### config.mk
export PLATFORM = sky130hd
export DESIGN_NAME = daisychain_controller_flat
export DESIGN_NICKNAME = d
export VERILOG_FILES = /design/src/rtl/daisychain_pkg.sv /design/src/rtl/daisychain_if.sv /design/src/rtl/daisychain_chain_word_shifter.sv /design/src/rtl/daisychain_controller.sv /design/src/flat_wrapper.sv
export SDC_FILE = /design/constraint.sdc
export NUM_CORES = 1
export LEC_CHECK = 0
export CAP_MARGIN = 25
export CORE_AREA = 2 2 45 79
export CTS_CLUSTER_SIZE = 10
export DETAILED_ROUTE_END_ITERATION = 16
export DIE_AREA = 0 0 47 81
export PLACE_DENSITY = 0.71
export SKIP_LAST_GASP = 1
export SYNTH_ARGS = -nofsm -noshare
export SYNTH_HDL_FRONTEND = slang
export SYNTH_SLANG_ARGS = --single-unit
### constraint.sdc
create_clock -name clk -period 1.4 [get_ports clk]
set_clock_uncertainty 0.15 [all_clocks]
set_input_delay 0.28 -clock clk [delete_from_list [all_inputs] [get_ports clk]]
set_output_delay 0.28 -clock clk [all_outputs]
set_load 0.02 [all_outputs]
### src/rtl/daisychain_pkg.sv
// Shared types and sizing for the daisy-chain controller and its chain model.
// DATA_LEN may be overridden with a +define; the chain needs at least two cells.
`ifndef DATA_LEN
`define DATA_LEN 8
`endif

package daisychain_pkg;

    localparam int DC_DATA_LEN = `DATA_LEN;
    localparam int CNT_W       = $clog2(DC_DATA_LEN);

    typedef enum logic [1:0] {
        IDLE   = 2'd0,
        SHIFT  = 2'd1,
        UPDATE = 2'd2,
        RESP   = 2'd3
    } ctrl_state_t;

endpackage

### src/rtl/daisychain_if.sv
// Host-side command/response port of the daisy-chain controller.
interface daisychain_if
    import daisychain_pkg::*;
#(
    parameter int W = DC_DATA_LEN
) ();

    // Valid/ready on both channels: a transfer happens on a rising clk edge where
    // valid and ready are both high. Once valid is raised, the sender holds valid
    // and its payload unchanged until that transfer; ready may change freely.
    logic         cmd_valid;
    logic         cmd_ready;
    logic [W-1:0] cmd_data;
    logic         cmd_update;
    logic         rsp_valid;
    logic         rsp_ready;
    logic [W-1:0] rsp_data;

    modport master (
        output cmd_valid, cmd_data, cmd_update, rsp_ready,
        input  cmd_ready, rsp_valid, rsp_data
    );

    modport slave (
        input  cmd_valid, cmd_data, cmd_update, rsp_ready,
        output cmd_ready, rsp_valid, rsp_data
    );

endinterface

### src/rtl/daisychain_chain_word_shifter.sv
// Word buffers for one chain transfer: tx_q drains LSB first into the chain,
// while rx_q collects the chain's old contents from the top down.
module chain_word_shifter #(
    parameter int W = 8
) (
    input  logic         clk,
    input  logic         clear_i,
    input  logic         load_i,
    input  logic [W-1:0] load_data_i,
    input  logic         shift_i,
    input  logic         serial_i,
    output logic         serial_o,
    output logic [W-1:0] par_o
);

    logic [W-1:0] tx_q, tx_d;
    logic [W-1:0] rx_q, rx_d;

    always_comb begin
        tx_d = tx_q;
        rx_d = rx_q;
        if (clear_i) begin
            tx_d = '0;
            rx_d = '0;
        end else if (load_i) begin
            tx_d = load_data_i;
        end else if (shift_i) begin
            tx_d = tx_q >> 1;
            rx_d = {serial_i, rx_q[W-1:1]};
        end
    end

    always_ff @(posedge clk) begin
        tx_q <= tx_d;
        rx_q <= rx_d;
    end

    assign serial_o = tx_q[0];
    assign par_o    = rx_q;

endmodule

### src/rtl/daisychain_controller.sv
// Sequencer that writes one word into the shift_register chain, optionally pulses
// update, and returns the chain's previous contents as a response.
module daisychain_controller
    import daisychain_pkg::*;
#(
    parameter int DATA_LEN = DC_DATA_LEN
) (
    input  logic        clk,
    input  logic        reset,
    daisychain_if.slave bus,
    output logic        chain_data_in,
    output logic        chain_enable,
    output logic        chain_update,
    input  logic        chain_data_out,
    output logic        busy,
    output ctrl_state_t dbg_state_o
);

    localparam int CW = (DATA_LEN > 1) ? $clog2(DATA_LEN) : 1;
    localparam logic [CW-1:0] LAST_CNT = CW'(DATA_LEN - 1);

    ctrl_state_t   state_q, state_d;
    logic [CW-1:0] cnt_q, cnt_d;
    logic          upd_q, upd_d;

    logic          cmd_ready;
    logic          rsp_valid;
    logic          load;
    logic          shift;
    logic          tx_bit;

    always_comb begin
        state_d      = state_q;
        cnt_d        = cnt_q;
        upd_d        = upd_q;
        cmd_ready    = 1'b0;
        rsp_valid    = 1'b0;
        chain_enable = 1'b0;
        chain_update = 1'b0;
        load         = 1'b0;
        shift        = 1'b0;
        case (state_q)
            IDLE: begin
                cmd_ready = 1'b1;
                if (bus.cmd_valid) begin
                    load    = 1'b1;
                    upd_d   = bus.cmd_update;
                    cnt_d   = '0;
                    state_d = SHIFT;
                end
            end
            SHIFT: begin
                chain_enable = 1'b1;
                shift        = 1'b1;
                // Counter holds on the final shift so it never wraps mid-command.
                if (cnt_q == LAST_CNT) begin
                    state_d = upd_q ? UPDATE : RESP;
                end else begin
                    cnt_d = cnt_q + 1'b1;
                end
            end
            UPDATE: begin
                chain_update = 1'b1;
                state_d      = RESP;
            end
            RESP: begin
                rsp_valid = 1'b1;
                if (bus.rsp_ready) begin
                    state_d = IDLE;
                end
            end
            default: state_d = IDLE;
        endcase
    end

    always_ff @(posedge clk) begin
        if (reset) begin
            state_q <= IDLE;
            cnt_q   <= '0;
            upd_q   <= 1'b0;
        end else begin
            state_q <= state_d;
            cnt_q   <= cnt_d;
            upd_q   <= upd_d;
        end
    end

    chain_word_shifter #(
        .W (DATA_LEN)
    ) u_shifter (
        .clk         (clk),
        .clear_i     (reset),
        .load_i      (load),
        .load_data_i (bus.cmd_data),
        .shift_i     (shift),
        .serial_i    (chain_data_out),
        .serial_o    (tx_bit),
        .par_o       (bus.rsp_data)
    );

    assign chain_data_in = chain_enable & tx_bit;
    assign bus.cmd_ready = cmd_ready;
    assign bus.rsp_valid = rsp_valid;
    assign busy          = (state_q != IDLE);
    assign dbg_state_o   = state_q;

endmodule

### src/flat_wrapper.sv
// flat-port wrapper written by rule: the top's interface ports become plain ports
module daisychain_controller_flat import daisychain_pkg::*;
#(
    parameter int DATA_LEN = DC_DATA_LEN
)
  (clk, reset, chain_data_in, chain_enable, chain_update, chain_data_out, busy, dbg_state_o, bus_cmd_valid, bus_cmd_data, bus_cmd_update, bus_rsp_ready, bus_cmd_ready, bus_rsp_valid, bus_rsp_data);
  daisychain_if #(.W((DC_DATA_LEN))) bus_i ();
  input  logic clk;
  input  logic reset;
  output logic chain_data_in;
  output logic chain_enable;
  output logic chain_update;
  input  logic chain_data_out;
  output logic busy;
  output ctrl_state_t dbg_state_o;
  input wire logic [$bits(bus_i.cmd_valid)-1:0] bus_cmd_valid;
  input wire logic [$bits(bus_i.cmd_data)-1:0] bus_cmd_data;
  input wire logic [$bits(bus_i.cmd_update)-1:0] bus_cmd_update;
  input wire logic [$bits(bus_i.rsp_ready)-1:0] bus_rsp_ready;
  output wire logic [$bits(bus_i.cmd_ready)-1:0] bus_cmd_ready;
  output wire logic [$bits(bus_i.rsp_valid)-1:0] bus_rsp_valid;
  output wire logic [$bits(bus_i.rsp_data)-1:0] bus_rsp_data;
  assign bus_i.cmd_valid = bus_cmd_valid;
  assign bus_i.cmd_data = bus_cmd_data;
  assign bus_i.cmd_update = bus_cmd_update;
  assign bus_i.rsp_ready = bus_rsp_ready;
  assign bus_cmd_ready = bus_i.cmd_ready;
  assign bus_rsp_valid = bus_i.rsp_valid;
  assign bus_rsp_data = bus_i.rsp_data;
  daisychain_controller #(.DATA_LEN(DATA_LEN)) u_core (.clk(clk), .reset(reset), .bus(bus_i), .chain_data_in(chain_data_in), .chain_enable(chain_enable), .chain_update(chain_update), .chain_data_out(chain_data_out), .busy(busy), .dbg_state_o(dbg_state_o));
endmodule
-- Word-level counts from Yosys, hierarchy flattened
Index checks and enable logic that the tools add are counted.
- reduce and logical (&&, ||, !) cells: 8
- add/sub/neg operators: 1
- equality and inequality tests: 8
- bitwise logic cells: 2
- muxes and demuxes: 16
- operator list (cell ; number):
    8-bit 2-to-1 mux ; 2
    2-bit one-hot mux with 4 select lines ; 1
    1-bit 2-to-1 mux ; 7
    2-bit 2-to-1 mux ; 3
    3-bit 2-to-1 mux ; 2
    2-bit inequality test, second input constant ; 3
    3-bit one-hot mux with 2 select lines ; 1
    3-bit AND reduction ; 2
    2-bit nonzero test ; 3
    2-bit == test, second input constant ; 2
    2-bit AND reduction ; 2
    3-bit by 1-bit adder with 3-bit output, second input constant ; 1
    3-bit == test, second input constant ; 1
    2-bit by 1-bit == test with 1-bit output, second input constant ; 1
    2-bit logical NOT ; 1
    2-bit by 1-bit inequality test with 1-bit output, second input constant ; 1
    1-bit bitwise AND ; 1
    1-bit NOT ; 1
- bits in registers: 22
- bits of input ports: 14

-- Depth between registers and ports, before layout
- word-level depth: 4
- depth in mapped cells: 6

-- Cells and area by module
From an unflattened synthesis, not the netlist that was laid out.
- cells, all modules: 106
- area total of the unflattened synthesis: 1099.8 µm²
- modules (own cells, without submodules) (module ; area each (µm²) ; cells an instance ; times used):
    chain_word_shifter ; 676.9 ; 62 ; 1
    daisychain_controller ; 422.9 ; 44 ; 1

-- Least setup slack after synthesis
Ideal clock, no wire load.
- path type: register to output
- start point: register u_core.state_q[1] (netlist: u_core.dbg_state_o[1])
- end point: output port chain_data_in
- arrival time: 1468 ps
- required time: 970 ps
- stages on the path, launching flop included: 6
- path slack: -498 ps
- cell sequence: dfxtp_1 inv_1 ha_1 buf_2 buf_2 and2_1
- cells in the longest elaborated chain, start to end: 3
- ends and longest elaborated chain (element ; RTL line ; source):
    start: declaration ; daisychain_controller.sv:22 ; ctrl_state_t state_q, state_d;
    start signal: assignment ; daisychain_controller.sv:82 ; state_q <= state_d;
    2-bit by 1-bit == test with 1-bit output ; daisychain_controller.sv:42 ; case (state_q)
    1-bit 2-to-1 mux ; daisychain_controller.sv:42 ;
    net chain_enable ; flat_wrapper.sv:11 ; output logic chain_enable;
    1-bit bitwise AND ; daisychain_controller.sv:101 ; assign chain_data_in = chain_enable & tx_bit;
    end: declaration ; flat_wrapper.sv:10 ; output logic chain_data_in;
The timed path passes the listed nets, and every way through them passes these cells.

-- Worst setup path after layout
- start point: register u_core.state_q[1] (netlist: u_core.dbg_state_o[1])
- end point: register u_core.state_q[0] (netlist: u_core.dbg_state_o[0])
- cells in the longest elaborated chain, start to end: 3
- elaborated cells on any way between the ends: 9
- classes of those cells: eq/ne (6); mux (1); reduce/logical (2)
- ends and longest elaborated chain (element ; RTL line):
    2-bit by 1-bit == test with 1-bit output, or another cell as far along ; daisychain_controller.sv:42
    2-bit by 1-bit inequality test with 1-bit output (no line) or 2-bit inequality test (tied branches) ; -
    3-bit AND reduction (no line) ; -
Parallel ways exist; a longest one is shown, timed or not.
A chain may end at the register's enable or synchronous reset.

==> impl_metrics.csv <==
group,metric,value,unit
cells_and_area,fill_cells,267,
placement,gp_congestion,0.822,
worst_setup_path,crit_type,"reg -> reg",
worst_setup_path,worst_setup_path_start_kind,"register",
hold_path,holdPathStages,2,
cells_and_area,nets,191,
detailed_routing,wl_per_cell,15.4,um
hold_path,holdCritPathClass,"reg -> reg",
placement,hpwl,1.79,mm
worst_setup_path,cp.required,1.40,ns
timing,final.setup.worst_slack,-0.255,ns
global_routing,grt_pass1_vias,1031,
clock_tree,clk_pin_slew,0.08,ns
logic_synthesis,synth_seq_cells,22,
pwr,powerDensity,2130,mW/mm^2
detailed_routing,ant_nets,0,
logic_synthesis,synth_area_leaders,"dfxtp_1 (41%), mux2i_1 (14%), a211oi_2 (8.2%)",
detailed_routing,drt_first_pass_iters,5,
timing,rsz0062_at_grt,"yes",
logic_synthesis,yosysUniqueCellTypes,26,
timing,maxSlewViolCount,0,
timing,fmax,604,MHz
floorplanning,fp-row-count,28,
logic_synthesis,synth_ff_type,"dfxtp_1",
logic_synthesis,synth-edff-count,0,
job,drv_cap,0,
cells_and_area,regArea,450,sq um
clock_tree,root_buffer,"clkbuf_8",
clock_tree,insertion_delay,0.27,ns
timing,setup_violations,21,
worst_setup_path,critPathCaptureType,"register",
pwr,irDropWorstVdd,0.00112,V
clock_tree,cts_buffers,3,
global_routing,grtUsageTotal,17.4,%
cells_and_area,drive_gt1_share,53.3,%
logic_synthesis,synth.top_cell.area_share,41.1,%
cells_and_area,multi_input_area,773,sq um
detailed_routing,drcViolationCount,0,
cells_and_area,antenna_cells,0,
pwr,p_leak,0.788,nW
run_status,outcome,"complete, but fails checks",
logic_synthesis,synth.most_common_cell,"dfxtp_1",
placement,dp.cells,188,
clock_tree,hold_buffers,0,
worst_setup_path,critical_path.max_fanout,4,
logic_synthesis,synthAdderAreaFrac,8.18,%
timing,relSlewSlack,74.6,%
floorplanning,dieArea,0.00381,sq mm
timing,min_period,1.65,ns
floorplanning,dieWidth,47,um
worst_setup_path,reg2reg_depth,7,
timing,tns,-2.92,ns
clock_tree,cts_buffer_depth,2,
floorplanning,initial_core_util,33.2,%
detailed_routing,vias,1083,
timing,hold_violations,0,
global_routing,grt_pass1_wl,4.77,mm
detailed_routing,viasPerCell,5.06,
logic_synthesis,syn-cell-area,0.00107,sq mm
worst_setup_path,worstPathArrival,1.66,ns
clock_tree,clock-sinks,22,
global_routing,antenna_found_initial,0,
cells_and_area,area_growth,88.0,%
logic_synthesis,synth_top_family_by_area,"compound AO/OA/AOI/OAI gates",
detailed_routing,routed_wl,3.29,mm
timing,max_slew.worst_pin.slew,0.381,ns
logic_synthesis,yosysWarnings,0,
logic_synthesis,synth_compound_area_share,17.1,%
logic_synthesis,synth_xor_area_share,0,%
global_routing,grt_max_degree,23,
clock_tree,tritoncts,"done",
logic_synthesis,synth_common_cells,"dfxtp_1 (22), mux2i_1 (15), nor2_1 (15)",
logic_synthesis,synth_largest_area_cell,"dfxtp_1",
logic_synthesis,syn-num-nets,127,
logic_synthesis,syn_inst,106,
placement,io_buffer_count,29,
clock_tree,htreeDepth,1,
logic_synthesis,yosysSeqAreaShare,41.1,%
timing,min_period_over_period,118,%
floorplanning,die_y,81,um
logic_synthesis,yosys-mux-area-fraction,14.0,%
placement,post-place-ws,-0.307,ns
run_status,violations,"negative setup slack",
cells_and_area,fin_cells,214,
detailed_routing,drtIter0Drc,21,
logic_synthesis,async_reset_ff_share,0,%
logic_synthesis,synthSimpleGateAreaFrac,15.2,%
global_routing,overflow,0,
floorplanning,ioPinCount,30,
floorplanning,core_area,0.00322,sq mm
logic_synthesis,postSynthAreaPerCell,10.1,sq um
==> power breakdown <==
group	internal, mW	switching (mW)	total, mW
Sequential	0.778	0.115	0.893
Clock	0.196	0.215	0.412
Combinational	1.68	1.31	2.98
==> final timing paths <==
kind,start,endpoint,slack [ns]
setup reg to reg,u_core.dbg_state_o[1],u_core.dbg_state_o[0],-0.25
hold / removal,u_core.cnt_q[1],u_core.cnt_q[1],0.35
setup / recovery,u_core.dbg_state_o[1],u_core.dbg_state_o[0],-0.25
hold reg to reg,u_core.cnt_q[1],u_core.cnt_q[1],0.35
==> routing by layer <==
metal	global-route usage, %	routed length, um	up-vias
li1	-	-	509
met4	7.50	116	0
met5	0	0	-
met2	31.4	1900	50
met3	1.33	136	8
met1	19.5	1140	516
==> cell usage in the layout (no fill, tap or decap), types with 2 or more instances in the layout <==
cell,instances
ha_2,2
dfxtp_1,18
dlygate4sd2_1,2
clkdlybuf4s15_1,5
a211oi_2,8
dfxtp_4,2
nor2_1,15
nor2b_4,3
mux2i_1,14
o221ai_2,2
a21oi_1,3
nand2b_4,2
nand3_1,4
dfxtp_2,2
clkdlybuf4s50_1,12
buf_12,5
a21oi_2,3
buf_6,14
buf_4,21
clkbuf_8,3
clkbuf_2,3
ha_4,5
==> layout make-up <==
cell class,count,area share (%)
clock buffer,3,2.05
clock inverter,1,0.186
inverter,4,1.12
multi-input combinational,74,38.4
sequential,22,22.4
tap,45,2.80
timing repair buffer,65,33.1
==> stage by stage <==
step	area (sq um)	total power [mW]	util, %	hold WS, ns
2_1_floorplan	1150	2.12	-	0.187
3_3_place_gp	1570	2.62	48.7	0.301
3_5_place_dp	1570	2.67	48.7	0.326
4_1_cts	1920	3.96	59.4	0.340
5_1_grt	2010	4.49	62.5	0.360
6_report	2010	4.29	62.5	0.350
==> critical path, cell delays in order, from the launching register on <==
cell and delay (ns):
dfxtp_4 0.38, buf_6 0.12, buf_6 0.09, ha_4 0.13
buf_6 0.10, nor2b_4 0.17, nor3_2 0.06, a221oi_2 0.34
==> logic make-up (layout without fill, tap and decap cells) <==
family                   after synthesis  after routing
AND/OR/NAND/NOR                       32             32
flip-flops                            22             22
AO/OA/AOI/OAI                         20             20
multiplexers                          15             15
buffers and inverters                 10             73
adder cells (fa/ha/maj)                7              7
==> timing repair <==
item / 4_1_cts / 5_1_grt
resized for setup: 82 / 30
endpoints found under the setup margin: 38 / 36
buffers inserted: 11 / 11
cloned: 3 / 0
pin swaps: 11 / 14
==> state kept, by name (all words and copies together) (netlist names) <==
signal                  cells
u_core.cnt_q                3
u_core.dbg_state_o          2
u_core.u_shifter.par_o      8
u_core.u_shifter.tx_q       8
u_core.upd_q                1
No activity file was read; power rests on OpenSTA's default activity.
